`src/rtl/irq_controller.sv`:
```
// Interrupt request front-end for the fetch stage.
//
// Synchronises four asynchronous request lines and detects an edge or a level
// on each one. Detected requests are latched as pending. The lowest-index
// pending line that is not masked is issued to fetch as a one-hot pulse that
// lasts a single cycle. The request is then tracked through acknowledge and
// return-from-interrupt. Only after that is the next request issued.
//
// Ports:
//   clk        system clock
//   reset      asynchronous, active-high reset
//   irq_in     asynchronous external interrupt lines
//   mask_we    mask register write strobe
//   mask_wdata new mask value (1 = line disabled)
//   int_ack    handler entry taken (fetch int_en1)
//   rti        return from interrupt (decode)
//   ovf_clr    clears all overrun bits
//   interrupts registered one-hot request pulse to fetch
//   mask       current mask register
//   pending    pending latches
//   active     high while waiting for ack or in service
//   active_id  index of the issued / in-service line
//   overrun    sticky: event arrived while that line was already pending
module irq_controller #(
  parameter int unsigned SYNC_STAGES = 2,       // legal range 2..3
  parameter logic [3:0]  EDGE_MODE   = 4'b1111  // 1 = rising edge, 0 = level
) (
  input  logic       clk,
  input  logic       reset,
  input  logic [3:0] irq_in,
  input  logic       mask_we,
  input  logic [3:0] mask_wdata,
  input  logic       int_ack,
  input  logic       rti,
  input  logic       ovf_clr,
  output logic [3:0] interrupts,
  output logic [3:0] mask,
  output logic [3:0] pending,
  output logic       active,
  output logic [1:0] active_id,
  output logic [3:0] overrun
);

  typedef enum logic [1:0] {StIdle, StIssue, StWaitAck, StInService} state_e;

  state_e     state_q, state_d;
  logic [3:0] sync_q [SYNC_STAGES];
  logic [3:0] sync_s;
  logic [3:0] prev_q;
  logic [3:0] evt;
  logic [3:0] pending_q, pending_d;
  logic [3:0] overrun_q, overrun_d;
  logic [3:0] mask_q;
  logic [3:0] interrupts_q, interrupts_d;
  logic [1:0] active_id_q;
  logic [3:0] eligible;
  logic [1:0] sel;
  logic       issue;

  // Synchroniser chain plus one cycle of edge history per line.
  always_ff @(posedge clk or posedge reset) begin
    if (reset) begin
      for (int j = 0; j < int'(SYNC_STAGES); j++) sync_q[j] <= '0;
      prev_q <= '0;
    end else begin
      sync_q[0] <= irq_in;
      for (int j = 1; j < int'(SYNC_STAGES); j++) sync_q[j] <= sync_q[j-1];
      prev_q <= sync_s;
    end
  end

  assign sync_s = sync_q[SYNC_STAGES-1];
  assign evt    = (sync_s & ~prev_q & EDGE_MODE) | (sync_s & ~EDGE_MODE);

  assign eligible = pending_q & ~mask_q;

  // Fixed priority: line 0 wins.
  always_comb begin
    sel = '0;
    for (int i = 3; i >= 0; i--) begin
      if (eligible[i]) sel = 2'(i);
    end
  end

  // State register.
  always_ff @(posedge clk or posedge reset) begin
    if (reset) state_q <= StIdle;
    else       state_q <= state_d;
  end

  // Next-state logic.
  always_comb begin
    state_d = state_q;
    unique case (state_q)
      StIdle:      if (|eligible) state_d = StIssue;
      StIssue:     state_d = StWaitAck;
      // rti wins over a same-cycle ack: the handler is treated as finished.
      StWaitAck: begin
        if (rti)          state_d = StIdle;
        else if (int_ack) state_d = StInService;
      end
      StInService: if (rti) state_d = StIdle;
      default:     state_d = StIdle;
    endcase
  end

  // Output decode.
  always_comb begin
    issue        = (state_q == StIdle) && (|eligible);
    active       = (state_q == StWaitAck) || (state_q == StInService);
    interrupts_d = issue ? (4'b0001 << sel) : 4'b0000;
  end

  // A new event beats the clear on issue, so a held level line stays pending.
  always_comb begin
    pending_d = (pending_q & ~interrupts_d) | evt;
    overrun_d = (ovf_clr ? 4'b0000 : overrun_q)
              | (evt & EDGE_MODE & pending_q & ~interrupts_d);
  end

  always_ff @(posedge clk or posedge reset) begin
    if (reset) begin
      pending_q    <= '0;
      overrun_q    <= '0;
      mask_q       <= '0;
      interrupts_q <= '0;
      active_id_q  <= '0;
    end else begin
      pending_q    <= pending_d;
      overrun_q    <= overrun_d;
      interrupts_q <= interrupts_d;
      if (mask_we) mask_q <= mask_wdata;
      if (issue)   active_id_q <= sel;
    end
  end

  assign interrupts = interrupts_q;
  assign mask       = mask_q;
  assign pending    = pending_q;
  assign overrun    = overrun_q;
  assign active_id  = active_id_q;

endmodule

```
`config.mk`:
```
export PLATFORM = sky130hd
export DESIGN_NAME = irq_controller
export DESIGN_NICKNAME = d
export VERILOG_FILES = /design/src/rtl/irq_controller.sv
export SDC_FILE = /design/constraint.sdc
export NUM_CORES = 1
export LEC_CHECK = 0
export BUFFER_PORTS_ARGS = -buffer_cell sky130_fd_sc_hd__buf_2
export CORE_MARGIN = 4
export CORE_UTILIZATION = 49
export DETAILED_ROUTE_END_ITERATION = 10
export PLACE_DENSITY = 0.76
export SKIP_LAST_GASP = 1
export SLEW_MARGIN = 10
export SYNTH_ARGS = -nofsm -noshare
export SYNTH_HDL_FRONTEND = slang
export SYNTH_SLANG_ARGS = --single-unit
```
`constraint.sdc`:
```
create_clock -name clk -period 1.7 [get_ports clk]
set_clock_uncertainty 0.2 [all_clocks]
set_input_delay 0.425 -clock clk [delete_from_list [all_inputs] [get_ports clk]]
set_output_delay 0.425 -clock clk [all_outputs]
set_load 0.005 [all_outputs]
```
==> qor.csv, run 1 <==
metric,value,unit
CP top delay family,simple AND/OR/NAND/NOR gates,
DRC errors left,0,
Worst VDD drop,0.9086,mV
"Top FF cell, synth",dfrtp_1,
DP Wirelength,1564,microns
Final Worst Setup Slack,0.1417,ns
area delta synth->final,27.97,%
initial antenna violation count,0,
fin nets,144,
CP Max Fanout,11,
Resized cells post-CTS,0,
ANT nets after route,0,
syn_area_per_cell,13.42,sq um
Post-synth EDFFs,0,
min Tclk post-route,1.558,ns
Pins Over Slew Limit,0,
Post-synth top cells,"dfrtp_1 (32), nand2b_1 (6), nor2b_1 (5)",
CTS H-tree depth,2,
ys async rst share,100.0,%
Yosys top cell by area,dfrtp_1,
die height,56.81,microns
Vias per Instance,5.164,
Post-Syn Nets,101,
Hold Path End,state_q[1],
first-pass GRT wire length,3726,microns
worst path arrival time,1.55,ns
drt first pass iters,4,
share of cells above drive strength 1,36.64,%
Post-Synthesis Cells,87,
CP endpoint kind,flip-flop,
pre-CTS setup slack,0.1210,ns
most common cell in the netlist,dfrtp_1,
die area,0.003227,sq mm
CTS tree,done,
std cell rows,17,
Slew @ Worst Pin,0.4833,ns
#FFs+latches synth,32,
cells along the critical path,or2_4 -> nor4_2 -> o21ai_0,
# setup viols final,0,
ranking of synthesized cells by area,"dfrtp_1 (69%), mux2_2 (3.9%), nand2b_1 (3.2%)",
Critical Path Slowest Stage Cell,dfrtp_1,
Yosys top cell area share,68.60,%
worst r2r dst,overrun[3],
FF-to-FF path depth,3,
period utilization,91.66,%
Finished Cell Area,0.001494,sq mm
max-cap violations,0,
chip width,56.81,microns
routed wire length,2132,microns
Hold WS,0.08711,ns
Hold Crit Class,primary input to flip-flop,
Total GRT Usage,15.66,%
Reg2Reg Setup Slack,0.14,ns
initial core utilization,52.27,%
cts bufs inserted,5,
Final Hold Fails,0,
# clock sinks,32,
vias in the first global route,867,
Synth warnings,0,
setup TNS,0,ns
pwr dens,1492,mW/mm^2
Power Total,2229,uW
routability cong.,0.7417,
R2R Path Start,state_q[1],
post-synthesis cell type count,24,
startpoint types,flip-flop,
critical path depth,3,
antenna cells,0,
CTS root buf,clkbuf_4,
"Remaining Overflow, GRT",0,
Hold Crit Depth,2,
largest net degree at the start of global routing,33,
Worst-Skew Late Latency,0.32,ns
Hold Path Origin,rti,
Max Fclk,0.6417,GHz
DP Area,0.001349,sq mm
Required @ worst endpoint,1.69,ns
DR WL/cell,13.41,microns
Vias,821,
register area share after synthesis,68.60,%
buffers and inverters on the worst path,0,
core area,0.002233,sq mm
status,"finished, final reports clean",
I/O pins,33,
Buffers on Ports,32,
Iter 0 DRT Violations,14,
Slew headroom,67.72,%
CTS max path bufs,2,
post-synthesis cell area,0.001167,sq mm
clk slew on worst S/H paths,0.09,ns
RSZ-0062 raised after global routing,false,
Critical Path Max Stage Delay,0.42,ns
critical setup path kind,flip-flop to flip-flop,
Lkg Pwr,0.0007148,uW
how the worst max path moves through the flow:
stage                       endpoint       start
after floorplan               active  state_q[1]
after global placement    overrun[3]  state_q[1]
after detailed placement  overrun[3]  state_q[1]
after CTS                 overrun[3]  state_q[1]
after global routing      overrun[3]  state_q[1]
final                     overrun[3]  state_q[1]
layout make-up:
cell class	count	area (sq um)
clock inverters	1	30.03
repair buffers	38	217.7
flip-flops and latches	32	800.8
multi-input cells	49	330.3
clock buffers	7	65.06
well taps	28	35.03
inverters	4	15.01
fillers	184	739.5
where the power goes:
part	switching [uW]	total, uW	internal [uW]
logic	285	557	272
registers	119	1040	920
clock network	243	633	390
routing by layer:
metal | wire length [microns] | track usage [%] | share of wire (%)
met1 | 857 | 17.01 | 40
met2 | 1123 | 26.07 | 53
met3 | 135 | 7.126 | 6.3
met4 | 15 | 6.954 | 0.70
met5 | 0 | 0 | 0
flip-flops by register name (all words and copies together), names as in the netlist:
signal	flops
interrupts	4
sync_s	4
prev_q	4
state_q	2
mask	4
sync_q	4
active_id	2
overrun	4
pending	4
cell usage in the layout, fill, tap and decap left out, types with 2 or more instances in the layout:
cell,synthesis,layout
o2bb2ai_1,3,3
nand2_1,4,4
inv_1,4,4
a21oi_1,4,4
clkbuf_4,0,5
nor4_1,2,2
clkbuf_8,0,2
dfrtp_1,32,32
a2bb2oi_1,2,2
nor3_1,2,2
dlygate4sd3_1,1,5
nand2b_1,6,6
nor2b_1,5,5
mux2_2,4,4
buf_2,0,32
o21ai_0,4,4
nor2_1,4,4
stage by stage:
step                utilization (%)  instances
floorplan                         -         87
global placement              60.39        146
detailed placement            60.39        146
CTS                           66.89        159
global route                  66.89        159
finish                        66.89        159
logic make-up after synthesis:
group / share of synthesized area (%)
flops: 68.60
simple gates: 13.40
compound gates: 11.04
mux: 3.858
buf+inv: 3.108
repair_timing:
action                     4_1_cts  5_1_grt
hold buffers                     5        0
setup endpoints to repair        0        0
hold endpoints to repair        36        0
setup buffers                    0        0
Power figures use the tool's default switching activity.
==> run 2: changes to the inputs <==
SETUP_SLACK_MARGIN = 0.2   (was unset)
==> run 2 against run 1 <==
Against the previous run:
- non-clock buffer count grew 20
- power up 11%
- register-to-register slack gained 0.05 ns
- critical endpoint is now mask[1]
==> qor.csv, run 2 (synthesis gave the netlist of run 1 again) <==
metric,value,unit,change
Hold Path Origin,rti,,unchanged
# setup viols final,0,,unchanged
std cell rows,17,,unchanged
Hold Crit Depth,2,,unchanged
fin nets,164,,was 144
antenna cells,0,,unchanged
max-cap violations,0,,unchanged
Required @ worst endpoint,1.07,ns,was 1.69 ns
Hold Crit Class,primary input to flip-flop,,unchanged
worst path arrival time,0.90,ns,was 1.55 ns
Worst VDD drop,1.017,mV,was 0.9086 mV
chip width,56.81,microns,unchanged
die area,0.003227,sq mm,unchanged
worst r2r dst,pending[2],,was overrun[3]
CTS root buf,clkbuf_4,,unchanged
Max Fclk,0.6578,GHz,was 0.6417 GHz
clk slew on worst S/H paths,0.10,ns,was 0.09 ns
FF-to-FF path depth,3,,unchanged
area delta synth->final,41.69,%,was 27.97%
I/O pins,33,,unchanged
R2R Path Start,state_q[1],,unchanged
startpoint types,flip-flop,,unchanged
cts bufs inserted,5,,unchanged
first-pass GRT wire length,4050,microns,was 3726 microns
min Tclk post-route,1.520,ns,was 1.558 ns
ANT nets after route,0,,unchanged
Buffers on Ports,32,,unchanged
Hold Path End,state_q[1],,unchanged
drt first pass iters,4,,unchanged
DRC errors left,0,,unchanged
largest net degree at the start of global routing,33,,unchanged
Iter 0 DRT Violations,24,,was 14
status,"finished, final reports clean",,unchanged
# clock sinks,32,,unchanged
Critical Path Slowest Stage Cell,dfrtp_1,,unchanged
initial antenna violation count,0,,unchanged
RSZ-0062 raised after global routing,true,,was false
core area,0.002233,sq mm,unchanged
Lkg Pwr,0.0008107,uW,was 0.0007148 uW
CP endpoint kind,output pin,,was flip-flop
Power Total,2466,uW,was 2229 uW
CP Max Fanout,4,,was 11
Slew @ Worst Pin,0.3833,ns,was 0.4833 ns
DP Wirelength,1531,microns,was 1564 microns
routability cong.,0.7518,,was 0.7417
CP top delay family,flip-flops,,was simple AND/OR/NAND/NOR gates
CTS H-tree depth,2,,unchanged
buffers and inverters on the worst path,1,,was 0
Total GRT Usage,17.17,%,was 15.66%
Final Hold Fails,0,,unchanged
routed wire length,2526,microns,was 2132 microns
Vias per Instance,5.084,,was 5.164
Vias,910,,was 821
Critical Path Max Stage Delay,0.42,ns,about the same
period utilization,89.43,%,was 91.66%
pwr dens,1491,mW/mm^2,was 1492 mW/mm^2
initial core utilization,52.27,%,unchanged
Slew headroom,74.45,%,was 67.72%
DR WL/cell,14.11,microns,was 13.41 microns
"commonest non-fill, non-tap cells in the layout","dfrtp_1 (31), buf_2 (31), buf_4 (20)",,"was dfrtp_1 (32), buf_2 (32), nand2b_1 (6)"
share of cells above drive strength 1,47.02,%,was 36.64%
Worst-Skew Late Latency,0.33,ns,was 0.32 ns
vias in the first global route,927,,was 867
Pins Over Slew Limit,0,,unchanged
Reg2Reg Setup Slack,0.19,ns,was 0.14 ns
CTS tree,done,,unchanged
"Remaining Overflow, GRT",0,,unchanged
cells along the critical path,buf_2,,was or2_4 -> nor4_2 -> o21ai_0
die height,56.81,microns,unchanged
setup TNS,0,ns,unchanged
critical setup path kind,flip-flop to output pin,,was flip-flop to flip-flop
CTS max path bufs,2,,unchanged
## run 2: changes by cell type in the layout (fill, tap and decap cells not counted), moves of 2 or more
cell / change
nor2b_1: -3
o21ai_0: -2
nor2b_2: +2
buf_4: +19
o21ai_1: +2
clkbuf_8: -2
## run 2: routing by layer
layer  wire, microns  vias up  GRT usage, %  part of all wire [%]
li1                -      431             -                     -
met1             978      416         18.68                    39
met2            1222       49         26.90                    48
met3             183       14         5.517                   7.2
met4             142        0         14.24                   5.6
met5               0        -             0                     0
## run 2: worst max-delay path by stage
stage | end | from | slack [ns] | cells after the start
3_5_place_dp | overrun[3] | state_q[1] | 0.14 | 3
3_3_place_gp | overrun[3] | state_q[1] | 0.20 | 3
6_report | mask[1] | mask[1] | 0.18 | 1
2_1_floorplan | active | state_q[1] | 0.21 | 1
5_1_grt | mask[1] | mask[1] | 0.13 | 1
4_1_cts | mask[1] | mask[1] | 0.18 | 1
## run 2: repair_timing
item / CTS / global route
hold endpoints to repair: 36 / 0
pin swaps: 2 / 4
resized for setup: 2 / 8
hold buffers: 5 / 0
buffers inserted: 12 / 8
setup endpoints to repair: 13 / 23
## run 2: where the power goes
group	total (uW)	leakage (uW)	switching [uW]	internal, uW
Sequential	1000	0.000377	81.7	920
Clock	555	0.0000422	247	308
Combinational	909	0.000391	419	490
## run 2: metrics by stage
step | util, % | std cells | hold WS (ns) | area, sq um | worst slack (ns)
after global placement | 60.39 | 146 | 0.1317 | 1349 | 0.1982
final | 74.06 | 179 | 0.07612 | 1654 | 0.1797
after detailed placement | 60.39 | 146 | 0.1365 | 1349 | 0.1429
after global routing | 74.06 | 179 | 0.08669 | 1654 | 0.1259
after floorplan | - | 87 | 0.1312 | 1167 | 0.2060
after CTS | 70.36 | 171 | 0.07297 | 1572 | 0.1794
## run 2: area by class of cell
cell class / instances / area (sq um)
repair buffers: 58 / 370.4
clock inverters: 2 / 35.03
clock buffers: 6 / 41.29
flip-flops and latches: 32 / 802.0
well taps: 28 / 35.03
fillers: 156 / 579.3
multi-input cells: 49 / 355.3
inverters: 4 / 15.01
